==> config.mk <==
export PLATFORM = sky130hd
export DESIGN_NAME = sr_config_ctrl
export DESIGN_NICKNAME = d
export VERILOG_FILES = /design/src/rtl/sr_config_ctrl.sv
export SDC_FILE = /design/constraint.sdc
export NUM_CORES = 1
export LEC_CHECK = 0
export ABC_CLOCK_PERIOD_IN_PS = 10420
export BUFFER_PORTS_ARGS = -buffer_cell sky130_fd_sc_hd__buf_2
export CORE_UTILIZATION = 55
export DETAILED_ROUTE_END_ITERATION = 6
export GPL_ROUTABILITY_DRIVEN = 0
export PLACE_DENSITY = 0.86
export SYNTH_ARGS = -nofsm -noshare
export SYNTH_HDL_FRONTEND = slang
export SYNTH_SLANG_ARGS = --single-unit
==> constraint.sdc <==
create_clock -name clk -period 10.42 [get_ports clk]
set_input_delay 2.084 -clock clk [delete_from_list [all_inputs] [get_ports clk]]
set_output_delay 2.084 -clock clk [all_outputs]
set_load 0.01 [all_outputs]
==> src/rtl/sr_config_ctrl.sv <==
// Serial configuration master: shifts a latched word into an on-chip SR chain, then strobes sr_load.
// Optional readback capture of sr_dout is enabled by defining SR_READBACK_EN.
`timescale 1ns/1ps
module sr_config_ctrl #(
  parameter int DATA_WIDTH  = 170,
  parameter int CNT_WIDTH   = 8,
  parameter int CLK_DIV     = 2,
  parameter int LOAD_CYCLES = 2
) (
  input  logic                  clk,
  input  logic                  rst,
  input  logic                  start,
  input  logic [DATA_WIDTH-1:0] din,
  input  logic                  msb_first,
  output logic                  busy,
  output logic                  done,
  output logic                  sr_din,
  output logic                  sr_clk,
  output logic                  sr_load,
  input  logic                  sr_dout,
  output logic [DATA_WIDTH-1:0] rdata,
  output logic                  rb_valid,
  output logic                  rb_mismatch
);
  localparam int DIV_MAX = (CLK_DIV > LOAD_CYCLES) ? CLK_DIV : LOAD_CYCLES;
  localparam int DIV_W   = (DIV_MAX > 1) ? $clog2(DIV_MAX) : 1;

  typedef enum logic [2:0] {S_IDLE, S_SETUP, S_LOW, S_HIGH, S_LOAD, S_DONE} state_t;

  state_t                state_q, state_d;
  logic [DIV_W-1:0]      div_q, div_d;
  logic [CNT_WIDTH-1:0]  cnt_q, cnt_d;
  logic [DATA_WIDTH-1:0] word_q, word_d;
  logic                  msb_q, msb_d;
  logic                  busy_q, done_q, sr_din_q, sr_clk_q, sr_load_q;
  logic [CNT_WIDTH-1:0]  idx_d;
  logic [DATA_WIDTH-1:0] shifted_d;
  logic                  bit_d;

  always_comb begin
    state_d = state_q;
    div_d   = div_q;
    cnt_d   = cnt_q;
    word_d  = word_q;
    msb_d   = msb_q;
    case (state_q)
      S_IDLE: begin
        if (start) begin
          word_d  = din;
          msb_d   = msb_first;
          cnt_d   = '0;
          div_d   = '0;
          state_d = S_SETUP;
        end
      end
      S_SETUP: begin
        div_d   = '0;
        state_d = S_LOW;
      end
      S_LOW: begin
        if (div_q == DIV_W'(CLK_DIV - 1)) begin
          div_d   = '0;
          state_d = S_HIGH;
        end else begin
          div_d = div_q + 1'b1;
        end
      end
      S_HIGH: begin
        if (div_q == DIV_W'(CLK_DIV - 1)) begin
          div_d   = '0;
          cnt_d   = cnt_q + 1'b1;
          state_d = (cnt_q == CNT_WIDTH'(DATA_WIDTH - 1)) ? S_LOAD : S_LOW;
        end else begin
          div_d = div_q + 1'b1;
        end
      end
      S_LOAD: begin
        if (div_q == DIV_W'(LOAD_CYCLES - 1)) begin
          div_d   = '0;
          state_d = S_DONE;
        end else begin
          div_d = div_q + 1'b1;
        end
      end
      S_DONE:  state_d = S_IDLE;
      default: state_d = S_IDLE;
    endcase

    // Outputs are registered from next-state values, so the bit for the coming cycle is chosen here.
    idx_d     = msb_d ? (CNT_WIDTH'(DATA_WIDTH - 1) - cnt_d) : cnt_d;
    shifted_d = word_d >> idx_d;
    bit_d     = (state_d inside {S_SETUP, S_LOW, S_HIGH}) ? shifted_d[0] : 1'b0;
  end

  always_ff @(posedge clk or posedge rst) begin
    if (rst) begin
      state_q   <= S_IDLE;
      div_q     <= '0;
      cnt_q     <= '0;
      word_q    <= '0;
      msb_q     <= 1'b0;
      busy_q    <= 1'b0;
      done_q    <= 1'b0;
      sr_din_q  <= 1'b0;
      sr_clk_q  <= 1'b0;
      sr_load_q <= 1'b0;
    end else begin
      state_q   <= state_d;
      div_q     <= div_d;
      cnt_q     <= cnt_d;
      word_q    <= word_d;
      msb_q     <= msb_d;
      busy_q    <= state_d inside {S_SETUP, S_LOW, S_HIGH, S_LOAD};
      done_q    <= (state_d == S_DONE);
      sr_din_q  <= bit_d;
      sr_clk_q  <= (state_d == S_HIGH);
      sr_load_q <= (state_d == S_LOAD);
    end
  end

  assign busy    = busy_q;
  assign done    = done_q;
  assign sr_din  = sr_din_q;
  assign sr_clk  = sr_clk_q;
  assign sr_load = sr_load_q;

`ifdef SR_READBACK_EN
  logic [DATA_WIDTH-1:0] cap_q, last_q, rdata_q, cap_mask;
  logic [CNT_WIDTH-1:0]  idx_q;
  logic                  rb_valid_q, rb_mis_q;

  assign idx_q    = msb_q ? (CNT_WIDTH'(DATA_WIDTH - 1) - cnt_q) : cnt_q;
  assign cap_mask = {{(DATA_WIDTH-1){1'b0}}, 1'b1} << idx_q;

  always_ff @(posedge clk or posedge rst) begin
    if (rst) begin
      cap_q      <= '0;
      last_q     <= '0;
      rdata_q    <= '0;
      rb_valid_q <= 1'b0;
      rb_mis_q   <= 1'b0;
    end else begin
      rb_valid_q <= 1'b0;
      // Chip presents its old bit while sr_clk is high; take it in the first high cycle.
      if (state_q == S_HIGH && div_q == '0)
        cap_q <= sr_dout ? (cap_q | cap_mask) : (cap_q & ~cap_mask);
      if (state_d == S_DONE) begin
        rdata_q    <= cap_q;
        rb_mis_q   <= (cap_q != last_q);
        last_q     <= word_q;
        rb_valid_q <= 1'b1;
      end
    end
  end

  assign rdata       = rdata_q;
  assign rb_valid    = rb_valid_q;
  assign rb_mismatch = rb_mis_q;
`else
  logic unused_sr_dout;
  assign unused_sr_dout = sr_dout;
  assign rdata          = '0;
  assign rb_valid       = 1'b0;
  assign rb_mismatch    = 1'b0;
`endif
endmodule

==> flow_summary.yaml, run 1 <==
status:
  status: "completed"
synthesis:
  synth.avg_cell_area_um2: 8.752
  synthesis.area_um2: 10440
  synth_seq_cells: 188
  ys.warnings.count: 0
  yosys.cell_types.count: 70
  ys_seq_area_share_pct: 45.06
  async_reset_ff_share_pct: 100.0
  ys.flop_type: "dfrtp_1"
  synth_edf_count: 0
  synthCells: 1193
floorplan:
  io_pins: 352
  initial_core_util_pct: 56.01
  die-width_um: 139.8
  core_region_area_um2: 18640
  std_cell_rows: 50
  die_area_um2: 19540
  die_h_um: 139.8
critical_path:
  start_kind: "primary input"
  crit_type: "in -> reg"
  crit_slowest_cell: "or4b_4"
  cp.required_ps: 10720
  worstPathMaxFanout: 105
  rrSetupSlack_ps: 5390
  endpoint_kind: "flip-flop"
  path_common_cell: "nand2_1"
  critPathBufInv: 1
  cp_cell_sequence: "buf_2 -> or4b_4 -> o211a_1 -> nor2_1 -> ha_1 -> nand2_1 -> xnor2_4 -> mux2_2 -> mux4_2 -> nand2_1 -> o311a_1 -> o31a_1 -> nor4_2"
  cp.arrival_ps: 6400
  cp_top_family: "simple AND/OR/NAND/NOR gates"
  cpPeakStageDelay_ps: 910
grt:
  antenna_found_initial: 1
  grt_pass1_vias: 7708
  grt.total_usage_pct: 25.22
  grt_overflow: 0
  grt_first_pass_wirelength_mm: 38.36
  grt_max_degree: 123
sta:
  final_max_slew_viol_count: 0
  period_needed_ps: 6103
  setup_tns_ps: 0
  period_share_pct: 58.57
  finClkSkew_ps: 9.493
  rsz0062_at_grt: "false"
  hold_viol_final: 0
  setup_viol: 0
  worst_slew_pin_slew_ps: 1142
  maxSlewHeadroom_pct: 23.60
  timing.final.ws_setup_ps: 4317
  timing.fmax_mhz: 163.8
routing:
  via_per_inst: 5.104
  remaining_drc_errors: 0
  wl_per_cell_um: 15.20
  first_pass_iters: 5
  vias: 8111
  antenna_left: 0
  wl_mm: 24.15
  drt-initial-drc-count: 578
cts:
  cts_htree_levels: 4
  cts_tree: "built"
  cts_setup_buffers: 0
  cts_buffer_depth: 2
  cts_root_buf: "clkbuf_16"
  insertion_delay_ps: 440
  cts_resized: 0
  clkTransAtPathRegs_ps: 70
  cts_buffers: 17
  clock-sinks: 188
  cts_hold_buf: 0
final_layout:
  fillers: 1548
  final_util_pct: 61.58
  largest_reg_flops: 170
  final_cell_mix: "527 x nand2_1, 188 x dfrtp_1, 178 x buf_2"
  final_common_cell: "nand2_1"
  top_regs: "word_q (170), cnt_q (8), state_q (3)"
  drive_above_1_share_pct: 19.79
  syn_to_final_growth_pct: 9.958
  top_register: "word_q"
  fin_nets: 1519
power_and_ir_drop:
  p_clk_share_pct: 44.2
  power_leakage_nw: 6.365
  power.switching_uw: 396.7
  p_sw_share_pct: 23.65
  ir_drop_mv: 0.1188
  p_total_mw: 1.677
  p_int_mw: 1.281
  p_seq_share_pct: 46.1
  p_per_area_nw_per_um2: 146.1
  power_frac_comb_pct: 9.7
hold_path:
  hp-class: "reg -> reg"
placement:
  dp_hpwl_mm: 16.76
  port-buffer-count: 178
  post-place-ws_ps: 3897
job:
  cap_violations: 0
[worst paths after layout]
kind / startpoint / end / depth (start not counted)
max in group asynchronous: rst / word_q[152] / 3
setup / recovery: start / sr_din / 13
setup reg to reg: state_q[1] / sr_din / 12
min in group asynchronous: rst / word_q[59] / 2
hold reg to reg: word_q[59] / word_q[59] / 2
hold / removal: word_q[59] / word_q[59] / 2
[cells in the mapped netlist, types with 4 or more instances]
cell type	n	share of area [%]
nor4_1	4	0.24
nand2_1	527	19
nor2_1	37	1.3
dfrtp_1	188	45
o211ai_1	4	0.29
buf_6	5	0.54
inv_1	9	0.32
nand3_1	7	0.34
o22ai_1	8	0.48
mux2i_1	40	3.8
buf_2	5	0.24
mux2_2	16	1.7
nor3_1	8	0.38
clkbuf_1	32	1.2
a21oi_1	6	0.29
buf_4	176	13
xnor2_1	6	0.50
buf_1	11	0.40
o21ai_0	10	0.48
mux4_2	19	4.1
xor2_1	4	0.34
[worst reg2reg max path, cell delays in order, from the launching register on]
cell and delay [ps]:
dfrtp_1 560, or4b_4 1060, o211a_1 320, nor2_1 210, ha_1 280, nand2_1 180, xnor2_4 880, mux2_2 430
mux4_2 490, nand2_1 90, o311a_1 180, o31a_1 180, nor4_2 60
[metal layers]
layer	share of wire, %	wire (µm)	global-route usage, %	up-vias
li1	-	-	-	3801
met1	41	9800	31.90	3881
met2	50	12160	41.92	372
met3	5.7	1384	4.233	57
met4	3.3	803	12.72	0
met5	0	0	0	-
[per-stage QoR]
step	std cells	area, µm²	hold WS, ps
final	1589	11480	467.1
after global routing	1589	11480	486.8
after CTS	1588	11480	472.1
after detailed placement	1556	10800	455.3
after global placement	1556	10800	448.5
after floorplan	1364	11080	433.3
[power by group through the flow]
stage | registers [mW] | clock network [mW] | logic, mW
floorplan | 0.784 | 0 | 0.152
global placement | 0.785 | 0 | 0.157
detailed placement | 0.787 | 0 | 0.161
CTS | 0.773 | 0.752 | 0.162
global route | 0.775 | 0.782 | 0.182
finish | 0.773 | 0.742 | 0.163
[final cells by class]
class	instances	area (µm²)	area share, %
Sequential cell	188	4705	40.98
Clock buffer	18	439.2	3.825
Tap cell	234	292.8	2.550
Multi-Input combinational cell	936	4793	41.75
Clock inverter	14	237.7	2.071
Timing Repair Buffer	188	965.9	8.413
Inverter	10	45.04	0.3923
Antenna cell	1	2.502	0.02180
[logic make-up (layout without fill, tap and decap cells)]
group / after synthesis / in the layout / share of synthesized area (%)
buf+inv: 240 / 230 / 15.48
compound gates: 64 / 64 / 4.542
mux: 80 / 80 / 10.55
fa+ha+maj: 3 / 3 / 0.3595
xor+xnor: 11 / 11 / 0.9946
other cells: 1 / 173 / 0.03592
simple gates: 606 / 606 / 22.98
flops: 188 / 188 / 45.06
Power figures use the tool's default switching activity.
==> run 2, diff against run 1 <==
ABC_CLOCK_PERIOD_IN_PS = 6400   (was 10420)
CORE_UTILIZATION = 51   (was 55)
PLACE_DENSITY = 0.81   (was 0.86)
clock period = 6.4 ns   (was 10.42 ns; I/O delays follow)
==> run 2 against run 1 <==
  * Clock-buffer cell count up 1
  * Non-clock buffer count grew 3
  * Sequential power increased by 63%
  * Hold slack about the same
  * Power increased by 60%
  * Critical path type unchanged
  * Clock power rose by 56%
  * Setup slack got worse by 2800 ps
  * Routed wire length shrank 1.1%
  * Critical endpoint unchanged
  * Critical path depth increased by 1
==> flow_summary.yaml, run 2 (synthesis results as in run 1) <==
sta:
  rsz0062_at_grt: "false"
  maxSlewHeadroom_pct: 24.44
  period_needed_ps: 4924
  final_max_slew_viol_count: 0
  setup_tns_ps: 0
  finClkSkew_ps: 6.713
  period_share_pct: 76.94
  timing.fmax_mhz: 203.1
  setup_viol: 0
  hold_viol_final: 0
  worst_slew_pin_slew_ps: 1133
  hold_ws_ps: 467.4
grt:
  grt_overflow: 0
  grt.total_usage_pct: 23.19
  grt_pass1_vias: 7744
  grt_first_pass_wirelength_mm: 38.61
  antenna_found_initial: 2
  grt_max_degree: 127
final_layout:
  top_register: "word_q"
  antenna_cells: 0
  syn_to_final_growth_pct: 10.23
  drive_above_1_share_pct: 19.82
  finalInstanceArea_um2: 11510
  largest_reg_flops: 170
  final_common_cell: "nand2_1"
  top_regs: "word_q (170), cnt_q (8), state_q (3)"
  final_cell_mix: "527 x nand2_1, 188 x dfrtp_1, 178 x buf_2"
  fin_nets: 1522
floorplan:
  die_area_um2: 21050
  std_cell_rows: 51
  die_h_um: 145.1
  initial_core_util_pct: 52.78
  io_pins: 352
  core_region_area_um2: 19780
  die-width_um: 145.1
critical_path:
  cp.arrival_ps: 5270
  rrSetupSlack_ps: 1760
  crit_type: "in -> reg"
  start_kind: "primary input"
  worstPathMaxFanout: 65
  endpoint_kind: "flip-flop"
  cp.required_ps: 6750
routing:
  wl_mm: 23.89
  antenna_left: 0
  via_per_inst: 4.902
  first_pass_iters: 7
  drt-initial-drc-count: 610
  vias: 7951
  wl_per_cell_um: 14.73
  remaining_drc_errors: 0
power_and_ir_drop:
  ir_drop_mv: 0.1910
  power_frac_comb_pct: 9.8
  p_seq_share_pct: 46.9
  power_leakage_nw: 6.350
  p_int_mw: 2.038
  p_clk_share_pct: 43.3
  p_sw_share_pct: 24.00
  p_per_area_nw_per_um2: 232.9
  power.switching_uw: 643.4
cts:
  cts_resized: 0
  cts_tree: "built"
  cts_buffers: 17
  insertion_delay_ps: 440
  clock-sinks: 188
  cts_htree_levels: 4
  clkTransAtPathRegs_ps: 70
  cts_setup_buffers: 0
  cts_buffer_depth: 2
  cts_hold_buf: 0
  cts_root_buf: "clkbuf_16"
placement:
  dp_hpwl_mm: 16.61
  dpl_cell_area_um2: 10860
  port-buffer-count: 178
hold_path:
  hp-class: "reg -> reg"
job:
  cap_violations: 0
status:
  status: "completed"
-- run 2: cell count changes in the layout (fill, tap and decap cells not counted), sizes merged --
| cell | delta |
|---|---|
| buf | +3 |
| clkbuf | +1 |
| bufinv | -1 |
| clkinv | -4 |
| inv | +1 |
| diode | -1 |
| clkinvlp | +3 |
-- run 2: final cells by class --
| class | instances | area (µm²) |
|---|---|---|
| Clock buffer | 19 | 432.9 |
| Clock inverter | 13 | 214.0 |
| Fill cell | 1738 | 8272 |
| Inverter | 10 | 45.04 |
| Multi-Input combinational cell | 936 | 4793 |
| Sequential cell | 188 | 4705 |
| Tap cell | 265 | 331.6 |
| Timing Repair Buffer | 191 | 988.4 |
-- run 2: final timing paths --
| kind | start | to | cells past startpoint |
|---|---|---|---|
| worst max-delay path | start | sr_din | 14 |
| worst min-delay path | word_q[12] | word_q[12] | 2 |
| worst max register to register | state_q[2] | sr_din | 13 |
| worst min register to register | word_q[12] | word_q[12] | 2 |
| max in group asynchronous | rst | word_q[144] | 3 |
| min in group asynchronous | rst | done | 2 |
-- run 2: power groups by stage --
stage / sequential [mW] / combinational, mW / clock [mW]
after floorplan: 1.28 / 0.247 / 0
after global placement: 1.28 / 0.258 / 0
after detailed placement: 1.28 / 0.262 / 0
after CTS: 1.26 / 0.264 / 1.18
after global routing: 1.26 / 0.295 / 1.22
final: 1.26 / 0.264 / 1.16
-- run 2: routing by layer --
layer  part of all wire, %  vias up  GRT usage, %
met1                    42     3754         29.44
met3                   6.2       53         4.874
li1                      -     3811             -
met4                   2.6        2         8.737
met5                 0.033        -             0
met2                    49      331         38.92
-- run 2: critical path: stages --
cell	delay [ps]
buf_2	120
or4b_4	790
o211a_1	260
nor2_1	200
ha_1	280
nand2_1	180
xnor2_4	620
buf_4	320
mux2i_1	100
mux2i_1	140
nor2_1	60
o311a_1	350
o31a_1	300
nor4_2	250
-- run 2: stage by stage --
stage                     utilization (%)  std cells  power [mW]  setup slack (ps)
after floorplan                         -       1364       1.523             6.218
after global placement              54.91       1590       1.535              1153
after detailed placement            54.91       1590       1.542              1058
after CTS                           58.18       1622       2.700              1495
after global routing                58.18       1622       2.779              1207
final                               58.18       1622       2.681              1476
==> run 3, diff against run 2 <==
ABC_AREA = 1   (was default)
ABC_CLOCK_PERIOD_IN_PS = 4100   (was 6400)
CORE_UTILIZATION = 47   (was 51)
PLACE_DENSITY = 0.78   (was 0.81)
clock period = 4.1 ns   (was 6.4 ns; I/O delays follow)
==> run 3 against run 2 <==
  * The run now ends with design-rule violations left
  * Clock power up 40%
  * Critical path depth up 4
  * Register-to-register slack worse by 1200 ps
  * Sequential power up 47%
  * Power up 37%
  * Setup slack worse by 910 ps
  * Cell count up 15%
  * Clock skew up 6.3 ps
  * First-iteration DRC count up 43%
  * Non-clock buffer count up 2
==> flow_summary.yaml, run 3 <==
synthesis:
  synthesis.area_um2: 10680
  yosysTopAreaCell: "dfrtp_1"
  synthCells: 1430
  synth_area_leaders: "dfrtp_1 44%, nand2_1 25%, buf_4 13%"
  synth_common_cells: "697 x nand2_1, 188 x dfrtp_1, 182 x nand3_1, 181 x buf_4, 37 x buf_2"
  synth_seq_cells: 188
  synth.avg_cell_area_um2: 7.466
  async_reset_ff_share_pct: 100.0
  ys.flop_type: "dfrtp_1"
  yosys.area.top_type_share_pct: 44.06
  synth_edf_count: 0
  ys.warnings.count: 0
  ys_seq_area_share_pct: 44.06
  yosysMostFrequentCell: "nand2_1"
  yosys.cell_types.count: 33
grt:
  grt_max_degree: 83
  grt.total_usage_pct: 23.31
  grt_first_pass_wirelength_mm: 42.96
  grt_overflow: 0
  antenna_found_initial: 1
  grt_pass1_vias: 8411
floorplan:
  std_cell_rows: 54
  io_pins: 352
  die-width_um: 152.7
  die_h_um: 152.7
  core_region_area_um2: 22030
  die_area_um2: 23320
  initial_core_util_pct: 48.47
critical_path:
  crit_slowest_cell: "dfrtp_1"
  worstPathMaxFanout: 21
  start_kind: "flip-flop"
  cpPeakStageDelay_ps: 460
  path_common_cell: "nand3_1"
  crit_type: "reg -> reg"
  endpoint_kind: "flip-flop"
  cp.arrival_ps: 3850
  critPathBufInv: 4
  cp_cell_sequence: "nor2_4 -> nand3_2 -> nand2_4 -> inv_2 -> o21ai_2 -> inv_2 -> ha_1 -> or2_1 -> o21ai_2 -> inv_2 -> nand3_1 -> nand3_1 -> nand3_1 -> nand3_1 -> nand3_1 -> nand3_1 -> nand2_1 -> inv_1"
  crit_start: "state_q[1]"
  cp_top_family: "simple AND/OR/NAND/NOR gates"
  r2r-start: "state_q[1]"
  cp.required_ps: 4420
cts:
  insertion_delay_ps: 440
  cts_root_buf: "clkbuf_16"
  cts_hold_buf: 0
  clkTransAtPathRegs_ps: 70
  cts_setup_buffers: 0
  clock-sinks: 188
  cts_htree_levels: 4
  cts_tree: "built"
  cts_buffer_depth: 2
  cts_buffers: 17
  cts_resized: 0
final_layout:
  drive_above_1_share_pct: 16.85
  syn_to_final_growth_pct: 9.117
  top_register: "word_q"
  fin_cells: 1865
  largest_reg_flops: 170
  antenna_cells: 0
  fin_nets: 1750
  finalInstanceArea_um2: 11650
  final_util_pct: 52.89
  final_cell_mix: "697 x nand2_1, 188 x dfrtp_1, 182 x nand3_1"
  final_common_cell: "nand2_1"
  top_regs: "word_q (170), cnt_q (8), state_q (3)"
  fillers: 2116
hold_path:
  hp-class: "reg -> reg"
  hold_start: "word_q[33]"
sta:
  setup_viol: 0
  period_needed_ps: 3531
  rsz0062_at_grt: "false"
  maxSlewHeadroom_pct: 31.47
  timing.fmax_mhz: 283.2
  hold_ws_ps: 475.9
  final_max_slew_viol_count: 0
  timing.final.ws_setup_ps: 569.0
  worst_slew_pin_slew_ps: 1028
  period_share_pct: 86.12
  finClkSkew_ps: 13.02
  setup_tns_ps: 0
  hold_viol_final: 0
routing:
  antenna_left: 0
  wl_mm: 26.89
  wl_per_cell_um: 14.42
  remaining_drc_errors: 27
  via_per_inst: 4.871
  vias: 9085
  drt-initial-drc-count: 875
  first_pass_iters: 7
placement:
  post-place-ws_ps: 359.5
  port-buffer-count: 178
  dp_hpwl_mm: 19.20
  dpl_cell_area_um2: 11070
  place_inst: 1833
power_and_ir_drop:
  power_leakage_nw: 6.557
  p_per_area_nw_per_um2: 315.7
  ir_drop_mv: 0.2325
  p_total_mw: 3.678
status:
  violations: "design-rule violations"
  status: "complete, but fails checks"
job:
  cap_violations: 0
[run 3: cell count changes in the layout (fill, tap and decap cells not counted), sizes merged, moves of 18 or more]
cell | before | now
inv | 13 | 43
mux2 | 18 | 0
mux2i | 41 | 0
mux4 | 21 | 0
nand2 | 527 | 709
nand3 | 7 | 191
nor2 | 37 | 18
[run 3: worst paths after layout]
| path | to | slack, ps | cells after the start |
|---|---|---|---|
| max | sr_din | 570 | 18 |
| min | word_q[33] | 480 | 2 |
| max reg2reg | sr_din | 570 | 18 |
| min reg2reg | word_q[33] | 480 | 2 |
| max in group asynchronous | word_q[74] | 2560 | 3 |
| min in group asynchronous | word_q[100] | 600 | 2 |
[run 3: report_power, final]
part | internal [mW] | switching, mW | total (mW) | leakage (nW)
combinational | 0.0614 | 0.139 | 0.200 | 3.67
clock | 0.859 | 0.766 | 1.62 | 0.276
sequential | 1.85 | 0 | 1.85 | 2.61
total | 2.77 | 0.904 | 3.68 | 6.56
[run 3: logic make-up after synthesis]
| family | after synthesis | share of synthesized area (%) |
|---|---|---|
| fa+ha+maj | 3 | 0.3516 |
| other cells | 1 | 0.03512 |
| flops | 188 | 44.06 |
| simple gates | 928 | 36.19 |
| buf+inv | 279 | 17.19 |
| xor+xnor | 5 | 0.5508 |
| compound gates | 26 | 1.617 |
[run 3: tightest hold or removal path, delay by kind of cell (launching register included)]
family        cells  cell delay (ps)
simple gates      2              120
flops             1              320
[run 3: layout make-up]
| cell class | instances | area (µm²) | area share [%] |
|---|---|---|---|
| timing repair buffer | 193 | 1079 | 9.258 |
| clock inverter | 15 | 155.1 | 1.332 |
| tap | 280 | 350.3 | 3.007 |
| multi-input combinational | 1134 | 4786 | 41.08 |
| inverter | 38 | 150.1 | 1.289 |
| sequential | 188 | 4705 | 40.38 |
| clock buffer | 17 | 425.4 | 3.652 |
[run 3: routing by layer]
layer	routed length, µm	part of all wire, %	global-route usage (%)	up-vias
li1	-	-	-	4401
met1	11280	42	30.51	4291
met2	13360	50	38.93	355
met3	1708	6.4	4.437	36
met4	517	1.9	7.552	2
met5	13	0.048	0	-
